===== config.mk =====
export PLATFORM = sky130hd
export DESIGN_NAME = pixel_out_formatter
export DESIGN_NICKNAME = d
export VERILOG_FILES = /design/src/rtl/isp_pkg.sv /design/src/rtl/rgb2yuv_core.sv /design/src/rtl/pixel_out_formatter.sv
export SDC_FILE = /design/constraint.sdc
export NUM_CORES = 1
export LEC_CHECK = 0
export BUFFER_PORTS_ARGS = -buffer_cell sky130_fd_sc_hd__clkbuf_2
export CORE_ASPECT_RATIO = 0.6
export CORE_UTILIZATION = 30
export DETAILED_ROUTE_END_ITERATION = 12
export GPL_ROUTABILITY_DRIVEN = 0
export SLEW_MARGIN = 20
export SYNTH_ARGS = -nofsm -noshare
export SYNTH_HDL_FRONTEND = slang
export SYNTH_HIERARCHICAL = 1
export SYNTH_SLANG_ARGS = --single-unit

===== constraint.sdc =====
create_clock -name clk_i -period 3.2 [get_ports clk_i]
set_clock_uncertainty 0.15 [all_clocks]
set_input_delay 0.16 -clock clk_i [delete_from_list [all_inputs] [get_ports clk_i]]
set_output_delay 0.16 -clock clk_i [all_outputs]
set_load 0.02 [all_outputs]

===== src/rtl/isp_pkg.sv =====
// Shared definitions for the pixel output path.
//   out_fmt_e  : output pixel format selector (cfg_format_i encoding)
//   C_*        : BT.601 integer coefficients (x256) used by rgb2yuv_core
//   fmt_decode : maps the raw 2-bit format field, reserved code -> RGB pass
package isp_pkg;

  typedef enum logic [1:0] {
    FMT_RGB    = 2'd0,
    FMT_Y      = 2'd1,
    FMT_YUV422 = 2'd2,
    FMT_RSVD   = 2'd3
  } out_fmt_e;

  localparam int C_YR = 77;
  localparam int C_YG = 150;
  localparam int C_YB = 29;
  localparam int C_UR = -43;
  localparam int C_UG = -85;
  localparam int C_UB = 128;
  localparam int C_VR = 128;
  localparam int C_VG = -107;
  localparam int C_VB = -21;

  localparam int C_RND   = 128;
  localparam int C_SHIFT = 8;

  function automatic out_fmt_e fmt_decode(input logic [1:0] f);
    out_fmt_e r;
    if (f == 2'd3) r = FMT_RGB;
    else           r = out_fmt_e'(f);
    return r;
  endfunction

endpackage


===== src/rtl/rgb2yuv_core.sv =====
// Combinational RGB -> YUV (BT.601) conversion with rounding and clamping.
//   rgb_i : {R,G,B}, R in MSBs, PIX_W bits per channel
//   y_o   : luma, clamped to [0, 2^PIX_W-1]
//   u_o   : Cb with 2^(PIX_W-1) offset, clamped
//   v_o   : Cr with 2^(PIX_W-1) offset, clamped
module rgb2yuv_core
  import isp_pkg::*;
#(
  parameter int PIX_W = 8
) (
  input  logic [3*PIX_W-1:0] rgb_i,
  output logic [PIX_W-1:0]   y_o,
  output logic [PIX_W-1:0]   u_o,
  output logic [PIX_W-1:0]   v_o
);

  localparam int AW = PIX_W + 10;

  localparam logic signed [AW-1:0] K_YR  = AW'(C_YR);
  localparam logic signed [AW-1:0] K_YG  = AW'(C_YG);
  localparam logic signed [AW-1:0] K_YB  = AW'(C_YB);
  localparam logic signed [AW-1:0] K_UR  = AW'(C_UR);
  localparam logic signed [AW-1:0] K_UG  = AW'(C_UG);
  localparam logic signed [AW-1:0] K_UB  = AW'(C_UB);
  localparam logic signed [AW-1:0] K_VR  = AW'(C_VR);
  localparam logic signed [AW-1:0] K_VG  = AW'(C_VG);
  localparam logic signed [AW-1:0] K_VB  = AW'(C_VB);
  localparam logic signed [AW-1:0] K_RND = AW'(C_RND);
  localparam logic signed [AW-1:0] K_MAX = AW'((1 << PIX_W) - 1);
  localparam logic signed [AW-1:0] K_MID = AW'(1 << (PIX_W - 1));

  logic signed [AW-1:0] w_r, w_g, w_b;
  logic signed [AW-1:0] w_yacc, w_uacc, w_vacc;

  assign w_r = $signed({{(AW-PIX_W){1'b0}}, rgb_i[3*PIX_W-1 -: PIX_W]});
  assign w_g = $signed({{(AW-PIX_W){1'b0}}, rgb_i[2*PIX_W-1 -: PIX_W]});
  assign w_b = $signed({{(AW-PIX_W){1'b0}}, rgb_i[PIX_W-1:0]});

  assign w_yacc = K_YR * w_r + K_YG * w_g + K_YB * w_b;
  assign w_uacc = K_UR * w_r + K_UG * w_g + K_UB * w_b;
  assign w_vacc = K_VR * w_r + K_VG * w_g + K_VB * w_b;

  // Arithmetic shift gives floor division for the negative chroma sums.
  function automatic logic [PIX_W-1:0] round_clamp(
    input logic signed [AW-1:0] acc,
    input logic signed [AW-1:0] ofs
  );
    logic signed [AW-1:0] t;
    logic [PIX_W-1:0]     r;
    t = ((acc + K_RND) >>> C_SHIFT) + ofs;
    if (t < 0)          r = '0;
    else if (t > K_MAX) r = '1;
    else                r = t[PIX_W-1:0];
    return r;
  endfunction

  assign y_o = round_clamp(w_yacc, '0);
  assign u_o = round_clamp(w_uacc, K_MID);
  assign v_o = round_clamp(w_vacc, K_MID);

endmodule


===== src/rtl/pixel_out_formatter.sv =====
// Pixel output formatter: converts an RGB pixel stream to RGB / Y-only /
// YUV422 and tags each pixel with its frame position.
//   clk_i, rst_n_i               : clock, async active-low reset
//   cfg_format_i/width/height    : format and frame geometry, sampled at (0,0)
//   in_data_i/valid/ready/sof    : input pixel stream {R,G,B}
//   out_data_o/valid/ready       : formatted pixel stream
//   out_x_o/out_y_o              : pixel position
//   out_sof_o/eol_o/eof_o        : frame/line markers
//   err_sof_o                    : sticky, sof seen away from (0,0)
module pixel_out_formatter
  import isp_pkg::*;
#(
  parameter  int PIX_W      = 8,
  parameter  int MAX_WIDTH  = 4096,
  parameter  int MAX_HEIGHT = 4096,
  localparam int XW         = $clog2(MAX_WIDTH),
  localparam int YW         = $clog2(MAX_HEIGHT),
  localparam int OUT_W      = 3 * PIX_W
) (
  input  logic             clk_i,
  input  logic             rst_n_i,
  input  logic [1:0]       cfg_format_i,
  input  logic [XW-1:0]    cfg_width_i,
  input  logic [YW-1:0]    cfg_height_i,
  input  logic [OUT_W-1:0] in_data_i,
  input  logic             in_valid_i,
  output logic             in_ready_o,
  input  logic             in_sof_i,
  output logic [OUT_W-1:0] out_data_o,
  output logic             out_valid_o,
  input  logic             out_ready_i,
  output logic [XW-1:0]    out_x_o,
  output logic [YW-1:0]    out_y_o,
  output logic             out_sof_o,
  output logic             out_eol_o,
  output logic             out_eof_o,
  output logic             err_sof_o
);

  // Position counters and per-frame configuration
  logic [XW-1:0] r_x;
  logic [YW-1:0] r_y;
  out_fmt_e      r_fmt;
  logic [XW-1:0] r_wlast;
  logic [YW-1:0] r_hlast;
  logic [PIX_W-1:0] r_vlat;
  logic          r_err;

  // Convert stage
  logic             r_c_valid;
  logic [OUT_W-1:0] r_c_data;
  logic [XW-1:0]    r_c_x;
  logic [YW-1:0]    r_c_y;
  logic             r_c_sof, r_c_eol, r_c_eof;

  // Output stage
  logic             r_o_valid;
  logic [OUT_W-1:0] r_o_data;
  logic [XW-1:0]    r_o_x;
  logic [YW-1:0]    r_o_y;
  logic             r_o_sof, r_o_eol, r_o_eof;

  logic             w_en, w_acc, w_origin, w_eol, w_eof;
  logic [XW-1:0]    w_px, w_wlast;
  logic [YW-1:0]    w_py, w_hlast;
  out_fmt_e         w_fmt;
  logic [PIX_W-1:0] w_luma, w_cb, w_cr;
  logic [OUT_W-1:0] w_cdata;

  assign w_en       = out_ready_i | ~out_valid_o;
  assign in_ready_o = w_en;
  assign w_acc      = in_valid_i & w_en;

  // An sof pixel is forced to (0,0); the frame config is taken live on the
  // origin pixel so that pixel already uses the new settings.
  assign w_origin = in_sof_i | ((r_x == '0) && (r_y == '0));
  assign w_px     = in_sof_i ? '0 : r_x;
  assign w_py     = in_sof_i ? '0 : r_y;
  assign w_fmt    = w_origin ? fmt_decode(cfg_format_i) : r_fmt;
  assign w_wlast  = w_origin ? ((cfg_width_i == '0) ? '0 : cfg_width_i - 1'b1) : r_wlast;
  assign w_hlast  = w_origin ? ((cfg_height_i == '0) ? '0 : cfg_height_i - 1'b1) : r_hlast;
  assign w_eol    = (w_px == w_wlast);
  assign w_eof    = w_eol && (w_py == w_hlast);

  rgb2yuv_core #(
    .PIX_W (PIX_W)
  ) u_conv (
    .rgb_i (in_data_i),
    .y_o   (w_luma),
    .u_o   (w_cb),
    .v_o   (w_cr)
  );

  always_comb begin
    w_cdata = '0;
    case (w_fmt)
      FMT_Y: begin
        w_cdata[PIX_W-1:0] = w_luma;
      end
      FMT_YUV422: begin
        w_cdata[PIX_W-1:0]       = w_luma;
        w_cdata[2*PIX_W-1:PIX_W] = w_px[0] ? r_vlat : w_cb;
      end
      default: begin
        w_cdata = in_data_i;
      end
    endcase
  end

  always_ff @(posedge clk_i or negedge rst_n_i) begin
    if (!rst_n_i) begin
      r_x     <= '0;
      r_y     <= '0;
      r_fmt   <= FMT_RGB;
      r_wlast <= '0;
      r_hlast <= '0;
      r_vlat  <= '0;
      r_err   <= 1'b0;
    end else if (w_acc) begin
      if (w_eol) begin
        r_x <= '0;
        r_y <= w_eof ? '0 : w_py + 1'b1;
      end else begin
        r_x <= w_px + 1'b1;
        r_y <= w_py;
      end
      if (w_origin) begin
        r_fmt   <= w_fmt;
        r_wlast <= w_wlast;
        r_hlast <= w_hlast;
      end
      // Clearing at end of line keeps an odd-width line's chroma out of
      // the next line.
      if (w_eol)
        r_vlat <= '0;
      else if ((w_fmt == FMT_YUV422) && !w_px[0])
        r_vlat <= w_cr;
      if (in_sof_i && ((r_x != '0) || (r_y != '0)))
        r_err <= 1'b1;
    end
  end

  always_ff @(posedge clk_i or negedge rst_n_i) begin
    if (!rst_n_i) begin
      r_c_valid <= 1'b0;
      r_c_data  <= '0;
      r_c_x     <= '0;
      r_c_y     <= '0;
      r_c_sof   <= 1'b0;
      r_c_eol   <= 1'b0;
      r_c_eof   <= 1'b0;
      r_o_valid <= 1'b0;
      r_o_data  <= '0;
      r_o_x     <= '0;
      r_o_y     <= '0;
      r_o_sof   <= 1'b0;
      r_o_eol   <= 1'b0;
      r_o_eof   <= 1'b0;
    end else if (w_en) begin
      r_c_valid <= in_valid_i;
      if (in_valid_i) begin
        r_c_data <= w_cdata;
        r_c_x    <= w_px;
        r_c_y    <= w_py;
        r_c_sof  <= w_origin;
        r_c_eol  <= w_eol;
        r_c_eof  <= w_eof;
      end
      r_o_valid <= r_c_valid;
      if (r_c_valid) begin
        r_o_data <= r_c_data;
        r_o_x    <= r_c_x;
        r_o_y    <= r_c_y;
        r_o_sof  <= r_c_sof;
        r_o_eol  <= r_c_eol;
        r_o_eof  <= r_c_eof;
      end
    end
  end

  assign out_valid_o = r_o_valid;
  assign out_data_o  = r_o_data;
  assign out_x_o     = r_o_x;
  assign out_y_o     = r_o_y;
  assign out_sof_o   = r_o_sof;
  assign out_eol_o   = r_o_eol;
  assign out_eof_o   = r_o_eof;
  assign err_sof_o   = r_err;

endmodule


**Yosys cells after proc, flatten, opt, wreduce, memory -nomap -nowiden**

Cells that the tools add are included.

- Bitwise gates (word level): 4
- Reductions and logical operators: 19
- Order comparisons: 6
- Multipliers: 7
- Add/sub/neg operators: 15
- Eq/ne operators: 5
- Multiplexer cells: 23

Operators with widths:

| kind | number |
|---|---|
| 2-to-1 mux 12 bit | 9 |
| 2-to-1 mux 8 bit | 11 |
| adder 18 bit | 4 |
| adder 18 x 9 -> 18 bit (second input constant) | 3 |
| logical NOT 12 bit | 4 |
| multiplier 8 x 9 -> 17 bit (first input constant) | 2 |
| multiplier 7 x 8 -> 15 bit (first input constant) | 2 |
| adder 12 x 1 -> 12 bit (second input constant) | 2 |
| equality test 12 bit | 2 |
| nonzero test 12 bit | 2 |
| subtractor 12 x 1 -> 12 bit (second input constant) | 2 |
| adder 10 x 9 -> 11 bit (second input constant) | 2 |
| > comparator 11 x 9 -> 1 bit (second input constant) | 2 |
| less-than comparator 11 x 1 -> 1 bit (second input constant) | 2 |
| adder 16 x 18 -> 18 bit | 1 |
| adder 18 x 16 -> 18 bit | 1 |
| multiplier 7 x 9 -> 16 bit (first input constant) | 1 |
| one-hot mux 8 bit (2 select lines) | 1 |
| multiplier 6 x 9 -> 15 bit (first input constant) | 1 |
| multiplier 5 x 8 -> 13 bit (first input constant) | 1 |
| > comparator 10 x 9 -> 1 bit (second input constant) | 1 |
| less-than comparator 10 x 1 -> 1 bit (second input constant) | 1 |
| AND reduction 2 bit | 5 |
| equality test 2 bit (second input constant) | 2 |
| other kinds (10) | 15 |

- Input bits: 55
- Register bits after elaboration: 163

**Depth between registers and ports, before layout**

- Depth after elaboration: 10
- Mapped depth: 33
- Mapped depth without buffers: 33

**Hierarchy**

The synthesis kept the hierarchy.

Modules (own cells, without submodules):

| module | sequential area each (um2) | times used | area an instance (um2) | cells an instance |
|---|---|---|---|---|
| rgb2yuv_core | 0.0 | 1 | 9064.9 | 971 |
| pixel_out_formatter | 4078.9 | 1 | 8351.8 | 865 |

**Least setup slack after synthesis**

Ideal clock, no wire load.

- Kind: input -> register
- Start point: in in_data_i[12]
- End point: reg r_vlat[0]
- Buffers on the path: 0
- Setup time: 0.066 ns
- Arrival time: 7.062 ns
- Required time: 2.984 ns
- Path slack: -4.078 ns
- Stages on the path: 30
- Cell sequence: inv_1 > ha_1 > fa_1 > fa_1 > inv_1 > fa_1 > ha_1 > inv_1 > o21bai_1 > a21oi_1 > o21bai_1 > a21oi_1 > xnor2_1 > ha_1 > ha_1 > fa_1 > inv_1 > fa_1 > inv_1 > ha_1 > and3_1 > a211o_1 > xnor2_1 > inv_1 > ha_1 > xnor2_1 > nor2b_1 > mux2i_1 > o21a_1 > a22o_1

- Word-level cells in the longest chain between the ends: 10
- Elaborated cells between the ends (all ways): 11
- Those cells by class: add/sub (4); mul (1); order compare (2); mux (4)

RTL lines:

| element | RTL line | source |
|---|---|---|
| start, declared | pixel_out_formatter.sv:25 | `input logic [OUT_W-1:0] in_data_i,` |
| multiplier 8 x 9 -> 17 bit * | rgb2yuv_core.sv:41 | `assign w_vacc = K_VR * w_r + K_VG * w_g + K_VB * w_b;` |
| adder 16 x 18 -> 18 bit * | rgb2yuv_core.sv:41 |  |
| adder 18 bit * | rgb2yuv_core.sv:41 |  |
| adder 18 x 9 -> 18 bit * | rgb2yuv_core.sv:50 | `t = ((acc + K_RND) >>> C_SHIFT) + ofs;` |
| adder 10 x 9 -> 11 bit * | rgb2yuv_core.sv:50 |  |
| > comparator 11 x 9 -> 1 bit | rgb2yuv_core.sv:52 | `else if (t > K_MAX) r = '1;` |
| 2-to-1 mux 8 bit | rgb2yuv_core.sv:52 |  |
| 2-to-1 mux 8 bit * | rgb2yuv_core.sv:51 | `if (t < 0) r = '0;` |
| named net w_cr[0] | pixel_out_formatter.sv:67 | `logic [PIX_W-1:0] w_luma, w_cb, w_cr;` |
| 2-to-1 mux 8 bit * | pixel_out_formatter.sv:136 | `else if ((w_fmt == FMT_YUV422) && !w_px[0])` |
| 2-to-1 mux 8 bit * | pixel_out_formatter.sv:134 | `if (w_eol)` |
| end signal, assigned | pixel_out_formatter.sv:137 | `r_vlat <= w_cr;` |
| end, declared | pixel_out_formatter.sv:46 | `logic [PIX_W-1:0] r_vlat;` |

Mark *: on every way through the listed nets, which the timed path passes. The rest lies on a longest branch. The select of a mux whose other input is x is not followed.
A chain may end at the register's enable or synchronous reset.

**Worst setup path in the final report**

- Start point: in in_data_i[12]
- End point: reg r_c_data[2]

- Word-level cells in the longest chain between the ends: 8
- Elaborated cells between the ends (all ways): 9
- Those cells by class: add/sub (3); mul (1); order compare (2); mux (3)

RTL lines:

| element | RTL line | source |
|---|---|---|
| multiplier 7 x 8 -> 15 bit * | rgb2yuv_core.sv:39 | `assign w_yacc = K_YR * w_r + K_YG * w_g + K_YB * w_b;` |
| adder 18 bit * (2 in a row) | rgb2yuv_core.sv:39 |  |
| adder 18 x 9 -> 18 bit * | rgb2yuv_core.sv:50 |  |
| > comparator 10 x 9 -> 1 bit | rgb2yuv_core.sv:52 |  |
| 2-to-1 mux 8 bit | rgb2yuv_core.sv:52 |  |
| 2-to-1 mux 8 bit * | rgb2yuv_core.sv:51 |  |
| named net w_luma[2] | pixel_out_formatter.sv:67 |  |
| 2-to-1 mux 8 bit * | pixel_out_formatter.sv:96 | `case (w_fmt)` |
| end signal, assigned | pixel_out_formatter.sv:162 | `r_c_data <= w_cdata;` |
| end, declared | pixel_out_formatter.sv:51 | `logic [OUT_W-1:0] r_c_data;` |

Mark *: on every way through the listed nets, which the timed path passes. The rest lies on a longest branch.

==> results.md <==
* Status: finished with violations
* Failing checks: negative setup slack
* Die area at 0.0591 mm2
* Latest clock arrival within the worst-skew pair at 0.45 ns
* Layout Area Growth over Synthesis at 33.9%
* FFs w/ async S/R, synth at 1.00
* Initial Util at 0.308
* Remaining Overflow, GRT at 0
* CTS root buffer: clkbuf_16
* Max frequency at 149 MHz
* Worst Setup End Kind: flop
* Unique cell type count in the Yosys netlist at 83
* Critical path class: in2reg
* Synth Warn # at 6
* HP Class: in2reg
* Drt pass-1 iters at 5
* Tot GR Track Use at 0.191
* Top Ports at 109
* Worst path slowest cell: fa_1
* Worst stage delay on the critical path at 0.51 ns
* Site Rows at 67
* Syn Inst Count at 1,836
* EDFF count, synth at 0
* RSZ-0062 raised after global routing: yes
* Final setup vio count at 45
* Top cell by count, worst path: fa_1
* Sink Count at 163
* Syn avg cell area at 9.49 um2
* DR vias at 15.1k
* Dominant cells by area after synthesis: dfrtp_1 (23%), ha_1 (19%), fa_1 (17%)
* # port buffers at 108
* Post-synth top area share at 0.234
* Final non-filler cell total at 3,038
* Worst setup SP type: primary input
* Largest net degree at the start of global routing at 96
* Antenna violations before repair at 1
* Crit Path Max Fanout at 7
* Max Cap Violations at 0
* Post-DP HPWL at 44,600 um
* Share of layout cells above drive strength 1 at 0.326
* WL final at 55,300 um
* Post-layout util at 0.412
* Fin worst setup slack at -3.50 ns
* Core ar. at 0.0566 mm2
* Slew Limit Headroom at 0.364
* Placed cell count at 2,967
* DR WL/cell at 18.2 um
* First-pass GRT wire length at 87,900 um
* Cts bufs inserted at 17
* Min cycle time layout at 6.70 ns
* Die width at 313 um
* Max Slew Vio Count at 0
* CTS tree: done
* H-tree depth at 4
* Die H at 189 um
* Final hold viol count at 0
* Sequential area share after synthesis at 0.234
* Vias in the first global route at 15.6k
* Commonest non-fill, non-tap cell in the layout: buf_4
* Clock-pin slew on the worst setup and hold paths at 0.07 ns
* Vias per std cell at 4.96
* Syn Std Cell Area at 0.0174 mm2
* Worst EP arrival at 6.87 ns
* Yosys top cell by area: dfrtp_1
* Commonest cells after routing, fill and taps aside: buf_4 (335), inv_1 (293), ha_1 (228)
* Final ANT Viol Nets at 0
* Nets at 2,727
* Longest Clk Path Bufs at 2
* DRC viols at 0
* Critical path required time at 3.38 ns
* Primary FF master, synth: dfrtp_1
* Worst slew pin tran at 0.954 ns
* Starting DRT DRC Count at 1,130
* Flops & latches, synth at 163
* Syn nets at 2,298
* Final worst path period share at 2.09
layer usage:
layer,up-vias,GRT usage,share of wire
met1,7423,0.294,0.51
met2,454,0.279,0.42
li1,7131,-,-
met5,-,0,0.00018
met3,45,0.0335,0.068
met4,2,0.0272,0.0092
final cells by class:
cell class | count | area, um2
Fill cell | 5477 | 33300
Multi-Input combinational cell | 1293 | 13000
Sequential cell | 163 | 4080
Timing Repair Buffer | 474 | 3530
Inverter | 316 | 1210
Tap cell | 759 | 950
Clock buffer | 18 | 429
Clock inverter | 14 | 143
Antenna cell | 1 | 2.50
through the flow:
stage	TNS [ns]	worst slack, ns	cell area (um2)	hold WS [ns]
after floorplan	-79.17	-3.65	17800	-0.286
after global placement	-96.27	-4.10	21500	0.160
after detailed placement	-100.60	-4.25	21500	0.178
after CTS	-80.07	-3.49	22800	0.0170
after global routing	-88.88	-3.71	23300	0.0318
final	-81.37	-3.50	23300	0.0302
worst max-delay path: cells and delay by family:
kind	cells	cell delay (ns)
buffers and inverters	7	0.36
and+or+nand+nor	1	0.37
adders and majority gates	11	4.27
AOI/OAI and AO/OA	8	1.50
muxes	1	0.13
xor gates and xnor gates	1	0.07
flip-flops by register name, indices dropped and copies added (netlist names):
register,flops
out_y_o,12
r_x,12
r_c_y,12
r_fmt,2
out_data_o,24
r_hlast,12
r_y,12
out_sof_o,1
out_eof_o,1
r_c_eof,1
r_c_valid,1
r_c_x,12
r_c_sof,1
out_eol_o,1
r_vlat,8
out_x_o,12
r_wlast,12
err_sof_o,1
r_c_data,24
r_c_eol,1
out_valid_o,1
synth_stat cells, types with 13 or more instances:
cell and number:
clkbuf_1 47, o31ai_1 21, xnor2_1 38, nor2_1 43, nand4_1 15, a21oi_1 66, xor2_1 20, nor3_1 28
o21a_1 26, o21ai_0 87, nor2b_1 13, ha_1 262, nand2_1 171, nand3_1 34, inv_1 315, nor4_1 18
a21o_1 13, and3_1 14, dfrtp_1 163, mux2i_1 13, fa_1 145, mux2_2 59, a31oi_1 17
kinds of logic (layout without fill, tap and decap cells):
| family | count (synthesis) | count (layout) | synth area share |
|---|---|---|---|
| fa+ha+maj | 407 | 407 | 0.355 |
| buf+inv | 381 | 822 | 0.0839 |
| flops | 163 | 163 | 0.234 |
| other cells | 0 | 1 | 0 |
| mux | 72 | 72 | 0.0456 |
| simple gates | 407 | 408 | 0.118 |
| xor+xnor | 58 | 58 | 0.0292 |
| compound gates | 348 | 348 | 0.134 |
what timing repair did:
item | 4_1_cts | 5_1_grt
pin swaps | 72 | 65
hold endpoints to repair | 97 | 0
gates cloned | 1 | 1
buffers inserted | 15 | 17
setup endpoints to repair | 47 | 47
gates resized for setup | 119 | 80
hold buffers | 9 | 0
final timing paths:
check | slack (ns) | endpoint | start | depth (start not counted)
hold / removal | 0.03 | r_wlast[9] | cfg_width_i[9] | 4
setup reg to reg | -0.30 | r_x[11] | r_x[10] | 14
min in group asynchronous | 0.24 | r_c_eol | rst_n_i | 2
max in group asynchronous | 1.79 | r_x[10] | rst_n_i | 3
hold reg to reg | 0.32 | r_c_data[20] | r_c_data[20] | 2
setup / recovery | -3.50 | r_c_data[2] | in_data_i[12] | 29
Power is not shown: default switching activity piles up to over one toggle a cycle in this logic, so the estimate is an artifact.
